### src/rtl/uart_rx_pkg.sv
// Shared types and constants for the UART receive sequencer slice.
package uart_rx_pkg;

    // Sequencer states, in order of the receive handshake with the receiver.
    typedef enum logic [1:0] {
        S_RXS_DISABLED   = 2'd0,
        S_RXS_IDLE       = 2'd1,
        S_RXS_UNLOAD     = 2'd2,
        S_RXS_WAIT_EMPTY = 2'd3
    } rx_state_e;

    // 50 MHz / (115200 baud * 16 oversamples), rounded to the nearest integer.
    localparam int unsigned DEFAULT_DIVISOR = 27;

endpackage

### src/rtl/uart_rx_byte_fifo.sv
// Byte-wide synchronous FIFO that buffers received bytes for the stream interface.
// A push into a full FIFO is accepted only when a pop happens on the same edge.
module uart_rx_byte_fifo #(
    parameter int DEPTH = 16
) (
    input  logic                     Clk,
    input  logic                     Resetn,
    input  logic                     push_i,
    input  logic [7:0]               data_i,
    input  logic                     pop_i,
    output logic [7:0]               data_o,
    output logic                     full_o,
    output logic                     empty_o,
    output logic [$clog2(DEPTH):0]   level_o
);

    localparam int AW = $clog2(DEPTH);
    localparam int LW = AW + 1;

    logic [7:0]    mem_q [DEPTH];
    logic [AW-1:0] wrPtr_q;
    logic [AW-1:0] rdPtr_q;
    logic [LW-1:0] level_q;
    logic          doPush;
    logic          doPop;
    logic          isEmpty;
    logic          isFull;

    assign isEmpty = (level_q == '0);
    assign isFull  = (level_q == LW'(DEPTH));
    assign doPop   = pop_i && !isEmpty;
    assign doPush  = push_i && (!isFull || doPop);

    // Storage array is not reset; the output is gated so an empty FIFO always presents 0.
    always_ff @(posedge Clk) begin
        if (doPush) begin
            mem_q[wrPtr_q] <= data_i;
        end
    end

    // Pointers advance on accepted pushes/pops and wrap naturally at the power-of-two depth;
    // the level tracks occupancy and stays put when a push and pop coincide.
    always_ff @(posedge Clk) begin
        if (!Resetn) begin
            wrPtr_q <= '0;
            rdPtr_q <= '0;
            level_q <= '0;
        end else begin
            if (doPush) begin
                wrPtr_q <= wrPtr_q + AW'(1);
            end
            if (doPop) begin
                rdPtr_q <= rdPtr_q + AW'(1);
            end
            case ({doPush, doPop})
                2'b10:   level_q <= level_q + LW'(1);
                2'b01:   level_q <= level_q - LW'(1);
                default: level_q <= level_q;
            endcase
        end
    end

    assign data_o  = isEmpty ? 8'h00 : mem_q[rdPtr_q];
    assign full_o  = isFull;
    assign empty_o = isEmpty;
    assign level_o = level_q;

endmodule

### src/rtl/uart_rx_sequencer.sv
// UART receive sequencer: oversampling baud generator, receiver unload handshake,
// byte FIFO toward a valid/ready stream, and sticky/saturating error status.
module uart_rx_sequencer
    import uart_rx_pkg::*;
#(
    parameter int FIFO_DEPTH = 16,
    parameter int DIV_WIDTH  = 16,
    parameter int CNT_WIDTH  = 8
) (
    input  logic                          Clk,
    input  logic                          Resetn,
    input  logic                          cfg_enable,
    input  logic [DIV_WIDTH-1:0]          cfg_divisor,
    input  logic                          cfg_clear_status,
    output logic                          baud_tick,
    output logic                          rx_enable,
    output logic                          rx_unload,
    input  logic [7:0]                    rx_data,
    input  logic                          rx_empty,
    input  logic                          rx_overrun,
    input  logic                          rx_frame_error,
    output logic [7:0]                    m_data,
    output logic                          m_valid,
    input  logic                          m_ready,
    output logic [$clog2(FIFO_DEPTH):0]   fifo_level,
    output logic                          sticky_overrun,
    output logic [CNT_WIDTH-1:0]          frame_err_count,
    output logic [CNT_WIDTH-1:0]          drop_count
);

    logic [DIV_WIDTH-1:0] baudCnt_q;
    logic [DIV_WIDTH-1:0] divLast;
    logic                 baudTick_q;
    logic                 rxEnable_q;
    rx_state_e            state_q;
    logic                 rxUnload_q;

    logic                 fifoPush;
    logic                 fifoPop;
    logic                 fifoFull;
    logic                 fifoEmpty;
    logic                 dropEvent;

    logic                 frameErrPrev_q;
    logic                 overrunPrev_q;
    logic                 frameRise;
    logic                 overrunRise;
    logic [CNT_WIDTH-1:0] frameErrCount_q;
    logic [CNT_WIDTH-1:0] frameErrCount_d;
    logic [CNT_WIDTH-1:0] dropCount_q;
    logic [CNT_WIDTH-1:0] dropCount_d;
    logic                 stickyOverrun_q;
    logic                 stickyOverrun_d;

    // A divisor of 0 behaves like 1, so the terminal count is clamped at 0.
    assign divLast = (cfg_divisor == '0) ? '0 : (cfg_divisor - DIV_WIDTH'(1));

    // Baud counter runs 0..D-1 and strobes the tick on the wrap; the >= compare makes a
    // shrinking divisor wrap immediately instead of running all the way around.
    always_ff @(posedge Clk) begin
        if (!Resetn) begin
            baudCnt_q  <= '0;
            baudTick_q <= 1'b0;
        end else if (!cfg_enable) begin
            baudCnt_q  <= '0;
            baudTick_q <= 1'b0;
        end else if (baudCnt_q >= divLast) begin
            baudCnt_q  <= '0;
            baudTick_q <= 1'b1;
        end else begin
            baudCnt_q  <= baudCnt_q + DIV_WIDTH'(1);
            baudTick_q <= 1'b0;
        end
    end

    // Receiver enable is simply the configuration bit delayed by one register.
    always_ff @(posedge Clk) begin
        if (!Resetn) begin
            rxEnable_q <= 1'b0;
        end else begin
            rxEnable_q <= cfg_enable;
        end
    end

    // Unload handshake FSM; the unload strobe is registered alongside the state so it is
    // high exactly while the state is UNLOAD. Dropping the enable wins over everything.
    always_ff @(posedge Clk) begin
        if (!Resetn) begin
            state_q    <= S_RXS_DISABLED;
            rxUnload_q <= 1'b0;
        end else if (!cfg_enable) begin
            state_q    <= S_RXS_DISABLED;
            rxUnload_q <= 1'b0;
        end else begin
            rxUnload_q <= 1'b0;
            case (state_q)
                S_RXS_DISABLED: begin
                    state_q <= S_RXS_IDLE;
                end
                S_RXS_IDLE: begin
                    if (!rx_empty) begin
                        state_q    <= S_RXS_UNLOAD;
                        rxUnload_q <= 1'b1;
                    end
                end
                S_RXS_UNLOAD: begin
                    state_q <= S_RXS_WAIT_EMPTY;
                end
                S_RXS_WAIT_EMPTY: begin
                    if (rx_empty) begin
                        state_q <= S_RXS_IDLE;
                    end
                end
                default: begin
                    state_q <= S_RXS_DISABLED;
                end
            endcase
        end
    end

    // The byte is taken during the UNLOAD cycle even if the enable is dropping that cycle.
    assign fifoPush  = (state_q == S_RXS_UNLOAD);
    assign fifoPop   = !fifoEmpty && m_ready;
    assign dropEvent = fifoPush && fifoFull && !fifoPop;

    uart_rx_byte_fifo #(
        .DEPTH (FIFO_DEPTH)
    ) u_fifo (
        .Clk     (Clk),
        .Resetn  (Resetn),
        .push_i  (fifoPush),
        .data_i  (rx_data),
        .pop_i   (fifoPop),
        .data_o  (m_data),
        .full_o  (fifoFull),
        .empty_o (fifoEmpty),
        .level_o (fifo_level)
    );

    assign frameRise   = rx_frame_error && !frameErrPrev_q;
    assign overrunRise = rx_overrun && !overrunPrev_q;

    // Next status values: a clear wipes everything and swallows any same-cycle event;
    // otherwise counters step on their event and stick at all-ones.
    always_comb begin
        frameErrCount_d = frameErrCount_q;
        dropCount_d     = dropCount_q;
        stickyOverrun_d = stickyOverrun_q;
        if (cfg_clear_status) begin
            frameErrCount_d = '0;
            dropCount_d     = '0;
            stickyOverrun_d = 1'b0;
        end else begin
            if (frameRise && !(&frameErrCount_q)) begin
                frameErrCount_d = frameErrCount_q + CNT_WIDTH'(1);
            end
            if (dropEvent && !(&dropCount_q)) begin
                dropCount_d = dropCount_q + CNT_WIDTH'(1);
            end
            if (overrunRise) begin
                stickyOverrun_d = 1'b1;
            end
        end
    end

    // Register the flag history for edge detection and the status values themselves.
    always_ff @(posedge Clk) begin
        if (!Resetn) begin
            frameErrPrev_q  <= 1'b0;
            overrunPrev_q   <= 1'b0;
            frameErrCount_q <= '0;
            dropCount_q     <= '0;
            stickyOverrun_q <= 1'b0;
        end else begin
            frameErrPrev_q  <= rx_frame_error;
            overrunPrev_q   <= rx_overrun;
            frameErrCount_q <= frameErrCount_d;
            dropCount_q     <= dropCount_d;
            stickyOverrun_q <= stickyOverrun_d;
        end
    end

    assign baud_tick       = baudTick_q;
    assign rx_enable       = rxEnable_q;
    assign rx_unload       = rxUnload_q;
    assign m_valid         = !fifoEmpty;
    assign sticky_overrun  = stickyOverrun_q;
    assign frame_err_count = frameErrCount_q;
    assign drop_count      = dropCount_q;

endmodule

### config.mk
export PLATFORM = sky130hd
export DESIGN_NAME = uart_rx_sequencer
export DESIGN_NICKNAME = d
export VERILOG_FILES = /design/src/rtl/uart_rx_pkg.sv /design/src/rtl/uart_rx_byte_fifo.sv /design/src/rtl/uart_rx_sequencer.sv
export SDC_FILE = /design/constraint.sdc
export NUM_CORES = 1
export LEC_CHECK = 0
export ABC_CLOCK_PERIOD_IN_PS = 4100
export BUFFER_PORTS_ARGS = -buffer_cell sky130_fd_sc_hd__buf_2
export CELL_PAD_IN_SITES_DETAIL_PLACEMENT = 2
export CELL_PAD_IN_SITES_GLOBAL_PLACEMENT = 2
export CORE_UTILIZATION = 44
export CTS_BUF_LIST = sky130_fd_sc_hd__clkbuf_4 sky130_fd_sc_hd__clkbuf_8
export CTS_CLUSTER_DIAMETER = 100
export CTS_CLUSTER_SIZE = 10
export DETAILED_ROUTE_END_ITERATION = 8
export HOLD_SLACK_MARGIN = 0.05
export PLACE_DENSITY_LB_ADDON = 0.12
export SETUP_SLACK_MARGIN = 0.3
export SLEW_MARGIN = 20
export SYNTH_ARGS = -nofsm -noshare
export SYNTH_HDL_FRONTEND = slang
export SYNTH_HIERARCHICAL = 1
export SYNTH_SLANG_ARGS = --single-unit
### constraint.sdc
create_clock -name Clk -period 4.1 [get_ports Clk]
set_clock_uncertainty 0.1 [all_clocks]
set_input_delay 0.205 -clock Clk [delete_from_list [all_inputs] [get_ports Clk]]
set_output_delay 0.205 -clock Clk [all_outputs]
set_load 0.02 [all_outputs]
==> results of run 1 <==
[worst paths after layout]
| kind | from | to | slack [ns] |
|---|---|---|---|
| setup / recovery | u_fifo/level_o[0] | u_fifo/level_o[4] | 0.65 |
| hold / removal | Resetn | u_fifo/level_o[2] | 0.15 |
| setup reg to reg | u_fifo/level_o[0] | u_fifo/level_o[4] | 0.65 |
| hold reg to reg | u_fifo/level_o[2] | u_fifo/level_o[2] | 0.42 |
[power groups by stage]
stage          registers (mW)  clock network [mW]  logic [mW]
2_1_floorplan            2.05                   0       0.105
3_3_place_gp             2.05                   0       0.174
3_5_place_dp             2.06                   0       0.188
4_1_cts                  2.01                1.19       0.201
5_1_grt                  2.02                1.26       0.216
6_report                 2.01                1.16       0.198
[cell families after synthesis]
kind of cell | after synthesis | share of synthesized area (%)
adder cells (fa/ha/maj) | 34 | 5.00
XOR/XNOR | 32 | 3.24
multiplexers | 52 | 10.6
AND/OR/NAND/NOR | 196 | 13.6
flip-flops | 185 | 57.6
buffers and inverters | 46 | 2.56
AO/OA/AOI/OAI | 81 | 7.30
[area by class of cell]
| class | count | area (sq um) | area share (%) |
|---|---|---|---|
| sequential | 185 | 4990 | 51.3 |
| clock buffer | 18 | 241 | 2.49 |
| clock inverter | 14 | 136 | 1.40 |
| tap | 260 | 325 | 3.35 |
| multi-input combinational | 395 | 3440 | 35.4 |
| timing repair buffer | 85 | 508 | 5.23 |
| inverter | 20 | 75.1 | 0.773 |
[sequential cells by signal (all words and copies together), names as in the netlist, named ones only]
signal / count
frameErrPrev_q: 1
baudCnt_q: 16
state_q: 2
drop_count: 8
rx_unload: 1
u_fifo/level_o: 5
frame_err_count: 8
overrunPrev_q: 1
rx_enable: 1
u_fifo/mem_q: 128
u_fifo/wrPtr_q: 4
u_fifo/rdPtr_q: 4
sticky_overrun: 1
baud_tick: 1
[layout by cell type (no fill, tap or decap), types with 13 or more instances in the layout]
master | Yosys | final
edfxtp_1 | 128 | 128
buf_2 | 11 | 65
dlygate4sd3_1 | 0 | 13
and2_1 | 23 | 23
inv_1 | 19 | 19
nor2b_1 | 13 | 13
nand3_1 | 16 | 16
mux4_2 | 32 | 32
nand4_1 | 14 | 14
clkbuf_8 | 0 | 17
ha_1 | 33 | 33
dfxtp_1 | 57 | 56
a211oi_1 | 20 | 20
nand2_1 | 30 | 30
xnor2_1 | 22 | 22
a21oi_1 | 16 | 16
mux2i_1 | 20 | 20
nor2_1 | 28 | 28
[metal layers]
metal | routed length (microns) | track usage (%) | vias up
met5 | 0 | 0 | -
met4 | 264 | 6.34 | 0
met3 | 526 | 3.50 | 18
met2 | 12600 | 44.8 | 79
met1 | 9530 | 28.3 | 2938
li1 | - | - | 2582
[worst max-delay path, stage by stage, from the launching register on]
cell and delay [ns]:
dfxtp_1 0.38, or4_1 0.61, nor2_2 0.15, nand2b_1 0.21, inv_1 0.22, nor2b_1 0.23, o21ai_4 0.12, inv_2 0.09
ha_1 0.33, nand2b_1 0.13, a21oi_1 0.15, or4_1 0.56, nand4_1 0.12
[what timing repair did]
action	in CTS	in global routing
hold buffers	13	0
endpoints found under the hold margin	137	0
endpoints found under the setup margin	0	0
[stage by stage]
| stage | worst slack, ns | utilization [%] | instance area, sq um |
|---|---|---|---|
| floorplan | 0.812 | - | 8650 |
| global placement | 0.659 | 48.6 | 9210 |
| detailed placement | 0.512 | 48.6 | 9210 |
| CTS | 0.615 | 51.3 | 9720 |
| global route | 0.497 | 51.3 | 9720 |
| finish | 0.646 | 51.3 | 9720 |
==> impl_metrics.csv, run 1 <==
group,metric,value,unit
outcome,outcome,"completed",
place,dp_hpwl,15.7,mm
cts,insertion_delay,0.47,ns
cts,htreeDepth,4,
global_routing,grt-ovfl-total,0,
timing,finalCritPeriodShare,84.3,%
run,max_cap_viol_count,0,
synthesis,syn-cell-area,8650,sq um
synthesis,synth_top_area_share,44.4,%
detailed_routing,drt-pass1-iter-count,4,
layout,syn2layout_area_growth,12.3,%
floorplan,core,19000,sq um
power,ir_drop,0.224,mV
power,swShare,25.1,%
detailed_routing,via_per_inst,5.75,
synthesis,ys_seq_area_share,57.6,%
power,cellPowerDensity,347,nW/um^2
critical_path,r2r_cells,12,
floorplan,die_w,142,microns
timing,fin_crit,3.45,ns
synthesis,synthTopCellsByArea,"edfxtp_1 (44%), dfxtp_1 (13%), mux4_2 (8.3%)",
power,p_comb_share,5.9,%
power,p_clk_share,34.4,%
timing,maxSlewViolCount,0,
timing,worst_hold_slack,0.153,ns
layout,fin_nets,770,
floorplan,start_util,45.6,%
power,p_sw,846,uW
detailed_routing,ant_nets,0,
synthesis,synthFlopType,"edfxtp_1",
layout,num_antenna_cells,0,
timing,tightest_slew,0.899,ns
power,internal-power,2.52,mW
global_routing,antenna_found_initial,0,
detailed_routing,num_vias,5617,
global_routing,track_usage,23.9,%
cts,path_clk_slew,0.10,ns
synthesis,ys_types,63,
timing,max_slew_margin,40.0,%
floorplan,dieHeight,142,microns
floorplan,io_pins,66,
cts,cts_buffers,17,
detailed_routing,drt_wl_total,22.9,mm
synthesis,async_reset_ff_share,0,%
timing,hold_violations,0,
floorplan,rows,50,
place,placed_cells,932,
synthesis,postSynthAreaPerCell,13.8,sq um
synthesis,postSynthCellCount,626,
global_routing,grt_max_degree,28,
detailed_routing,drc,0,
floorplan,die-area,20200,sq um
cts,cts.sinks,185,
timing,grt_setup_unrepaired,"false",
critical_path,critPathMaxFanout,10,
cts,post_cts.repair.setup_buffers,0,
synthesis,synth_enable_flop_cells,128,
cts,cts-root-buf,"clkbuf_8",
min_path,min_path_cells,3,
layout,instances_no_fill,977,
synthesis,yosysTopAreaCell,"edfxtp_1",
layout,num-fill-cells,1817,
critical_path,cp-start-kind,"flop",
power,total_power,3.37,mW
global_routing,grt_pass1_vias,6322,
detailed_routing,routedWlPerCell,23.4,microns
global_routing,grt_pass1_wl,35.9,mm
synthesis,yosys_warnings,6,
critical_path,cp.required,4.40,ns
min_path,hold_class,"in -> reg",
cts,cts_tree,"done",
layout,drive_gt1_share,22.7,%
timing,fin_setup_tns,0,ns
power,p_leak,3.35,nW
timing,max_clock_freq,289,MHz
critical_path,cp-end-kind,"flop",
cts,cts_buffer_depth,2,
cts,cts_resized,0,
place,io_buffers,65,
synthesis,ys_seq_elements,185,
critical_path,crit_arrival,3.75,ns
synthesis,synth_most_common_cell,"edfxtp_1",
synthesis,synthesis.nets,692,
place,gp_congestion,0.789,
critical_path,critical_path_class,"reg -> reg",
detailed_routing,first_iter_violations,234,
power,sequentialPowerShare,59.7,%
timing,setup_viol,0,
synthesis,synth.top_cells.by_count,"edfxtp_1 (128), dfxtp_1 (57), ha_1 (33)",
(Power assumes the default switching activity.)
==> run 2: changes to the inputs <==
--- a/config.mk
+++ b/config.mk
@@ -5,11 +5,12 @@
 export SDC_FILE = /design/constraint.sdc
 export NUM_CORES = 1
 export LEC_CHECK = 0
-export ABC_CLOCK_PERIOD_IN_PS = 4100
+export ABC_AREA = 1
+export ABC_CLOCK_PERIOD_IN_PS = 3050
 export BUFFER_PORTS_ARGS = -buffer_cell sky130_fd_sc_hd__buf_2
 export CELL_PAD_IN_SITES_DETAIL_PLACEMENT = 2
 export CELL_PAD_IN_SITES_GLOBAL_PLACEMENT = 2
-export CORE_UTILIZATION = 44
+export CORE_UTILIZATION = 36
 export CTS_BUF_LIST = sky130_fd_sc_hd__clkbuf_4 sky130_fd_sc_hd__clkbuf_8
 export CTS_CLUSTER_DIAMETER = 100
 export CTS_CLUSTER_SIZE = 10
==> constraint.sdc (replaced) <==
create_clock -name Clk -period 3.05 [get_ports Clk]
set_clock_uncertainty 0.1 [all_clocks]
set_input_delay 0.1525 -clock Clk [delete_from_list [all_inputs] [get_ports Clk]]
set_output_delay 0.1525 -clock Clk [all_outputs]
set_load 0.02 [all_outputs]
==> impl_metrics.csv, run 2 <==
group,metric,value,unit
timing,grt_setup_unrepaired,"false",
critical_path,critical_path_class,"reg -> out",
timing,finalCritPeriodShare,82.7,%
critical_path,cp-end-kind,"output pin",
synthesis,synthFlopType,"edfxtp_1",
synthesis,postSynthCellCount,966,
critical_path,critPathMaxFanout,41,
outcome,outcome,"completed",
layout,reg_top3,"u_fifo/mem_q x128, baudCnt_q x16",
detailed_routing,drt_wl_total,24.7,mm
synthesis,ys_types,37,
critical_path,worst-path-buf-inv,3,
global_routing,grt_pass1_wl,40.0,mm
power,ir_drop,0.276,mV
global_routing,track_usage,20.3,%
cts,cts_buffer_depth,2,
power,p_leak,4.19,nW
synthesis,ys_seq_elements,185,
critical_path,critPathTopFamily,"buffers and inverters",
cts,cts.sinks,185,
min_path,hold_class,"in -> reg",
timing,fin_setup_tns,0,ns
detailed_routing,routedWlPerCell,17.6,microns
synthesis,synth_most_common_cell,"nand2_1",
timing,setup_viol,0,
critical_path,cp_cell_sequence,"clkinv_2 > buf_12 > nand2_1 > nand3_1 > nand3_1 > nand2_1 > nand2_1 > a21oi_1 > buf_2",
layout,syn2layout_area_growth,14.5,%
floorplan,core,24200,sq um
run,max_cap_viol_count,0,
critical_path,crit_arrival,2.27,ns
floorplan,start_util,36.7,%
timing,fin_crit,2.52,ns
timing,maxSlewViolCount,0,
synthesis,postSynthAreaPerCell,9.21,sq um
timing,hold_violations,0,
layout,num-fill-cells,2720,
synthesis,ys_seq_area_share,56.0,%
synthesis,syn-cell-area,8890,sq um
power,cellPowerDensity,591,nW/um^2
synthesis,synth_top_area_share,43.2,%
timing,max_clock_freq,396,MHz
floorplan,io_pins,66,
detailed_routing,first_iter_violations,256,
detailed_routing,num_vias,6961,
detailed_routing,ant_nets,0,
floorplan,die_w,159,microns
layout,largest-register,"u_fifo/mem_q",
global_routing,grt-ovfl-total,0,
layout,mostFrequentLayoutCells,"nand2_1 (278), nand3_1 (136), edfxtp_1 (128), nor2_1 (83), inv_1 (79)",
floorplan,rows,57,
synthesis,synthesis.nets,1032,
place,gp_congestion,0.729,
layout,num_antenna_cells,0,
detailed_routing,drt-pass1-iter-count,4,
cts,cts_buffers,17,
critical_path,critPathMaxStageDelay,0.35,ns
critical_path,critical_path.slowest_cell,"dfxtp_2",
global_routing,grt_pass1_vias,7467,
synthesis,async_reset_ff_share,0,%
cts,post_cts.repair.setup_buffers,0,
critical_path,crit_path_frequent_cell,"nand2_1",
layout,fin_nets,1128,
cts,cts-root-buf,"clkbuf_8",
synthesis,yosys_warnings,6,
global_routing,grt_max_degree,65,
detailed_routing,drc,0,
critical_path,cp-start-kind,"flop",
place,io_buffers,65,
floorplan,dieHeight,159,microns
min_path,worstHoldStart,"m_ready",
global_routing,antenna_found_initial,0,
timing,max_slew_margin,55.9,%
detailed_routing,via_per_inst,4.98,
synthesis,synth.top_cells.by_count,"nand2_1 (278), nand3_1 (136), edfxtp_1 (128)",
place,dp_hpwl,16.9,mm
critical_path,reg2reg_from,"u_fifo/level_o[4]",
timing,tightest_slew,0.661,ns
cts,htreeDepth,4,
cts,insertion_delay,0.47,ns
cts,path_clk_slew,0.11,ns
synthesis,yosysTopAreaCell,"edfxtp_1",
floorplan,die-area,25300,sq um
layout,largest_reg_flops,128,
cts,cts_tree,"done",
layout,drive_gt1_share,14.8,%
synthesis,synth_enable_flop_cells,128,
layout,final_common_cell,"nand2_1",
layout,post-route-util,42.0,%
critical_path,cp.required,2.80,ns
synthesis,synthTopCellsByArea,"edfxtp_1 (43%), dfxtp_1 (13%), nand2_1 (12%)",
run 2: cell types whose count changed after synthesis, moves of 23 or more:
cell     change
mux4_2      -32
and2_1      -23
nand2_1    +248
nor2_1      +56
inv_1       +60
nand3_1    +120
run 2: timing repair:
action                                  4_1_cts  5_1_grt
hold endpoints to repair                    169        0
hold buffers                                 17        0
endpoints found under the setup margin        2        4
resized for setup                             1        2
gates cloned                                  0        0
run 2: path summary, 6_finish.rpt:
kind,endpoint,slack [ns],cells after the start
hold reg to reg,sticky_overrun,0.38,2
setup reg to reg,u_fifo/level_o[4],0.59,15
setup / recovery,m_data[7],0.53,9
hold / removal,flop,0.17,6
run 2: per-layer routing:
layer | share of wire, % | vias to the layer above | GRT usage (%)
met3 | 2.1 | 18 | 2.97
li1 | - | 3395 | -
met5 | 0 | - | 0
met4 | 1.0 | 0 | 4.98
met2 | 51 | 76 | 36.5
met1 | 46 | 3472 | 25.4
run 2: cell type report:
| cell class | instances | area (sq um) | share of cell area (%) |
|---|---|---|---|
| repair buffers | 105 | 684 | 6.72 |
| well taps | 324 | 405 | 3.98 |
| clock inverters | 15 | 153 | 1.50 |
| multi-input cells | 667 | 3390 | 33.3 |
| flip-flops and latches | 185 | 4990 | 49.0 |
| inverters | 86 | 329 | 3.23 |
| clock buffers | 17 | 234 | 2.30 |
run 2: per-stage QoR:
step | setup WS, ns | std cells | hold slack (ns) | instance area (sq um) | power [mW]
6_report | 0.527 | 1399 | 0.174 | 10200 | 6.02
3_5_place_dp | 0.233 | 1350 | 0.246 | 9620 | 4.46
2_1_floorplan | 0.419 | 966 | 0.124 | 8890 | 3.95
5_1_grt | 0.334 | 1399 | 0.168 | 10200 | 6.37
3_3_place_gp | 0.317 | 1350 | 0.243 | 9620 | 4.40
4_1_cts | 0.354 | 1399 | 0.178 | 10200 | 6.12
run 2: where the power goes:
part           internal (mW)  switching (mW)
clock                  0.611            1.01
combinational          0.496            1.12
sequential              2.73          0.0559
run 2: worst min-delay path, delay by kind of cell:
family	cells	cell delay, ns
AO/OA/AOI/OAI	1	0.14
buffers and inverters	3	0.24
AND/OR/NAND/NOR	2	0.17
run 2: kinds of logic (layout without fill, tap and decap cells):
group                    count (synthesis)  in the layout  synth area share (%)
XOR/XNOR                                22             22                  2.17
AO/OA/AOI/OAI                           66             66                  3.94
flip-flops                             185            185                  56.0
buffers and inverters                  114            223                  5.85
adder cells (fa/ha/maj)                 34             34                  4.87
AND/OR/NAND/NOR                        545            545                  27.1
